<file path="src/rtl/dmem_port_arbiter.sv">
// Round-robin arbiter sharing the data memory between the core LSU and DMA.
// One command is latched per grant, drives memory for one cycle, then responds.
module dmem_port_arbiter #(
    parameter int ADDR_WIDTH = 32,
    parameter int DATA_WIDTH = 32
) (
    input  logic                  clk,
    input  logic                  reset,

    input  logic                  core_req,
    input  logic                  core_we,
    input  logic [2:0]            core_funct3,
    input  logic [ADDR_WIDTH-1:0] core_addr,
    input  logic [DATA_WIDTH-1:0] core_wdata,
    output logic                  core_gnt,
    output logic                  core_rvalid,
    output logic [DATA_WIDTH-1:0] core_rdata,
    output logic                  core_err,

    input  logic                  dma_req,
    input  logic                  dma_we,
    input  logic [2:0]            dma_funct3,
    input  logic [ADDR_WIDTH-1:0] dma_addr,
    input  logic [DATA_WIDTH-1:0] dma_wdata,
    output logic                  dma_gnt,
    output logic                  dma_rvalid,
    output logic [DATA_WIDTH-1:0] dma_rdata,
    output logic                  dma_err,

    output logic                  mem_wr_en,
    output logic [2:0]            mem_funct3,
    output logic [ADDR_WIDTH-1:0] mem_addr,
    output logic [DATA_WIDTH-1:0] mem_wdata,
    input  logic [DATA_WIDTH-1:0] mem_rdata,

    output logic                  err_sticky
);

    if (DATA_WIDTH != 32) begin : g_width_check
        $error("dmem_port_arbiter: DATA_WIDTH must be 32");
    end

    typedef enum logic [1:0] {
        S_IDLE,
        S_ACCESS,
        S_RESP
    } state_t;

    state_t                r_state;
    logic                  r_last_owner;
    logic                  r_owner;
    logic                  r_we;
    logic [2:0]            r_funct3;
    logic [ADDR_WIDTH-1:0] r_addr;
    logic [DATA_WIDTH-1:0] r_wdata;
    logic [DATA_WIDTH-1:0] r_rdata;
    logic                  r_err;
    logic                  r_err_sticky;

    logic w_idle;
    logic w_any;
    logic w_pick_dma;
    logic w_legal;

    assign w_idle = (r_state == S_IDLE);
    assign w_any  = core_req | dma_req;

    // Owner encoding: 1 = DMA. On a tie the requester that did not win last time gets it.
    assign w_pick_dma = dma_req & (~core_req | ~r_last_owner);

    assign core_gnt = w_idle & core_req & ~w_pick_dma;
    assign dma_gnt  = w_idle & w_pick_dma;

    always_comb begin
        w_legal = 1'b0;
        case (r_funct3)
            3'b000:  w_legal = 1'b1;
            3'b001:  w_legal = ~r_addr[0];
            3'b010:  w_legal = (r_addr[1:0] == 2'b00);
            3'b100:  w_legal = ~r_we;
            3'b101:  w_legal = ~r_we & ~r_addr[0];
            default: w_legal = 1'b0;
        endcase
    end

    always_ff @(posedge clk or posedge reset) begin
        if (reset) begin
            r_state      <= S_IDLE;
            r_last_owner <= 1'b1;
            r_owner      <= 1'b0;
            r_we         <= 1'b0;
            r_funct3     <= '0;
            r_addr       <= '0;
            r_wdata      <= '0;
            r_rdata      <= '0;
            r_err        <= 1'b0;
            r_err_sticky <= 1'b0;
        end else begin
            case (r_state)
                S_IDLE: begin
                    if (w_any) begin
                        r_owner      <= w_pick_dma;
                        r_last_owner <= w_pick_dma;
                        r_we         <= w_pick_dma ? dma_we     : core_we;
                        r_funct3     <= w_pick_dma ? dma_funct3 : core_funct3;
                        r_addr       <= w_pick_dma ? dma_addr   : core_addr;
                        r_wdata      <= w_pick_dma ? dma_wdata  : core_wdata;
                        r_state      <= S_ACCESS;
                    end
                end
                S_ACCESS: begin
                    r_rdata <= (w_legal & ~r_we) ? mem_rdata : '0;
                    r_err   <= ~w_legal;
                    if (!w_legal) begin
                        r_err_sticky <= 1'b1;
                    end
                    r_state <= S_RESP;
                end
                S_RESP: begin
                    r_state <= S_IDLE;
                end
                default: begin
                    r_state <= S_IDLE;
                end
            endcase
        end
    end

    // Decoded from the state register, so an async reset kills the write at once.
    assign mem_wr_en  = (r_state == S_ACCESS) & r_we & w_legal;
    assign mem_funct3 = r_funct3;
    assign mem_addr   = r_addr;
    assign mem_wdata  = r_wdata;

    assign core_rvalid = (r_state == S_RESP) & ~r_owner;
    assign dma_rvalid  = (r_state == S_RESP) & r_owner;
    assign core_rdata  = r_rdata;
    assign dma_rdata   = r_rdata;
    assign core_err    = r_err;
    assign dma_err     = r_err;
    assign err_sticky  = r_err_sticky;

endmodule

</file>
<file path="config.mk">
export PLATFORM = sky130hd
export DESIGN_NAME = dmem_port_arbiter
export DESIGN_NICKNAME = d
export VERILOG_FILES = /design/src/rtl/dmem_port_arbiter.sv
export SDC_FILE = /design/constraint.sdc
export NUM_CORES = 1
export LEC_CHECK = 0
export BUFFER_PORTS_ARGS = -buffer_cell sky130_fd_sc_hd__clkbuf_2
export CORE_MARGIN = 10
export CORE_UTILIZATION = 30
export DETAILED_ROUTE_END_ITERATION = 16
export GPL_TIMING_DRIVEN = 1
export PLACE_DENSITY = 0.71
export SYNTH_ARGS = -nofsm -noshare
export SYNTH_HDL_FRONTEND = slang
export SYNTH_SLANG_ARGS = --single-unit
</file>
<file path="constraint.sdc">
create_clock -name clk -period 3 [get_ports clk]
set_input_delay 0.15 -clock clk [delete_from_list [all_inputs] [get_ports clk]]
set_output_delay 0.15 -clock clk [all_outputs]
set_load 0.005 [all_outputs]
</file>
==> results.cfg <==
[outcome]
outcome = finished, final reports clean

[global_route]
grt_usage_pct = 13.0
grt_pass1_vias = 4574
grt_antenna_before_repair = 0
grt_pass1_wl_um = 24900
grt-ovfl-total = 0
grt_max_degree = 66

[yosys]
ys.flop_type = dfrtp_1
ys_top_cells_by_count = mux2_2, dfrtp_1, inv_1
syn-num-nets = 592
netlist_top_cells_area = dfrtp_1, mux2_2, mux2_4
synth_enable_flop_cells = 0
syn_inst = 420
synth_cell_types = 26
yosysSeqAreaShare_pct = 49.4
ys_seq_elements = 106
async_flop_share_pct = 100
ys_warn_count = 0
yosysTopAreaCell = dfrtp_1
syn_avg_cell_area_um2 = 12.8
syn_area_um2 = 5370
yosysMostFrequentCell = mux2_2
synth_top_cell_area_share_pct = 48.9

[timing]
period_minus_slack_ns = 2.05
drv_slew = 0
hold_viol = 0
tightest_slew_ns = 0.672
fin_ws_ns = 0.945
min_period_over_period_pct = 68.5
setup_violations = 0
tns_ns = 0
max_freq_mhz = 487
slew_headroom_pct = 55.2
rsz0062_at_grt = no
fin_worst_skew_ns = 0.00987

[final_layout]
nFillCells = 1692
nNetsFinal = 865
num_antenna_cells = 0
drive_gt1_share_pct = 68.3
multi_input_area_um2 = 2150
area_growth_pct = 33.7
utilization_pct = 41.3
final_cells = 923
seq_area_um2 = 2650

[power]
power_mw = 6.26
peakVddDrop_v = 0.000323
cellPowerDensity_nw_per_um2 = 872
total_leakage_power_nw = 3.77

[cts]
root_buffer = clkbuf_16
htree_num_levels = 3
cts_setup_buffers = 0
clk_pin_slew_ns = 0.08
clk_latency_ns = 0.34
clk_path_buf_depth = 2
cts_made_buffers = 9
clkSinkCount = 106
cts_tree = yes

[route]
viasPerCell = 4.41
drc = 0
initialDrtViolationCount = 118
routed_wl_um = 15600
first_pass_iters = 4
vias = 4070
ant_nets = 0
wl_per_cell_um = 16.9

[setup_path]
r2r_setup_slack_ns = 0.95
reg2reg_depth = 4
start_kind = flip-flop
cp_max_fo = 37
crit_type = reg2reg
worstReg2RegEnd = mem_addr[18]
required_ns = 3.24
critical_path_arrival_ns = 2.29
reg2reg_from = r_state[0]
end_kind = flip-flop

[worst_hold_path]
holdCritStartpoint = mem_rdata[30]
whs_endpoint = core_rdata[30]
worstHoldPathType = in2reg
whs_path_depth = 3

[die]
initial_utilization_pct = 30.9
die_w_um = 154
rows = 48
core_area_um2 = 17400
die_area_um2 = 23700
ios = 311
fp.dieH_um = 154

[placement]
place_congestion = 0.768
dp.cells = 904
dp_slack_ns = 0.929
hpwl_um = 12600
io_buffers = 310

[run]
maxCapViolations = 0
[final cells by class]
class                      count  area share [%]
clock buffer                  10            3.33
clock inverter                 6           0.679
inverter                      35            1.86
multi-input combinational    221            29.9
sequential                   106            36.9
tap                          225            3.92
timing repair buffer         320            23.4
[cells in the final DEF, fill, tap and decap left out, drive strengths merged]
cell type / Yosys / final
a211oi: 1 / 1
a21boi: 1 / 1
a21o: 1 / 1
a21oi: 2 / 2
a31oi: 1 / 1
and2: 1 / 1
buf: 53 / 7
clkbuf: 5 / 320
clkinv: 0 / 4
dfrtp: 105 / 105
dfstp: 1 / 1
dlygate4sd3: 0 / 3
inv: 35 / 37
mux2: 136 / 136
nand2: 34 / 34
nand2b: 1 / 1
nor2: 2 / 2
nor2b: 1 / 1
nor3b: 2 / 2
nor4: 1 / 1
o211a: 1 / 1
o21a: 1 / 1
o21bai: 2 / 2
o31ai: 32 / 32
or2: 1 / 1
[what timing repair did]
item	in CTS	in global routing
resized for setup	0	0
hold buffers	3	0
endpoints found under the hold margin	52	0
[registers in the layout, indices dropped and copies added (netlist names)]
register / flops
core_rdata: 32
mem_addr: 32
mem_wdata: 32
mem_funct3: 3
r_state: 2
core_err: 1
err_sticky: 1
r_last_owner: 1
r_owner: 1
r_we: 1
[cell families after synthesis]
family	synth area share (%)
AO/OA/AOI/OAI	6.01
buffers and inverters	10.9
flip-flops	49.4
multiplexers	30.2
AND/OR/NAND/NOR	3.49
[critical path, cell delays in order (launching register included)]
cell,delay (ns)
dfrtp_1,0.41
nor2_1,0.28
o21a_4,0.56
buf_4,0.31
mux2_2,0.35
[per-stage QoR]
step	hold slack, ns	cell area, um2
after floorplan	0.220	5370
after global placement	0.286	6870
after detailed placement	0.291	6870
after global routing	0.0119	7190
final	0.0244	7190
after CTS	0.00128	7190
[worst max path at each step]
stage | start | endpoint | slack (ns)
floorplan | reset | core_err | 0.06
global placement | r_state[0] | mem_addr[14] | 0.95
detailed placement | r_state[0] | mem_addr[18] | 0.93
CTS | r_state[0] | mem_addr[18] | 0.93
global route | r_state[0] | mem_addr[18] | 0.82
finish | r_state[0] | mem_addr[18] | 0.95
[per-layer routing]
layer	track usage (%)	wire, um	vias up
li1	-	-	1952
met1	13.7	5980	1908
met2	22.1	7710	188
met3	5.66	1570	22
met4	5.44	380	0
met5	0	0	-
[power breakdown]
group	leakage (nW)	total [mW]	internal, mW	switching [mW]
sequential	1.30	2.41	2.03	0.373
combinational	2.33	2.72	1.47	1.25
clock	0.143	1.14	0.595	0.544
(Power assumes the default switching activity.)
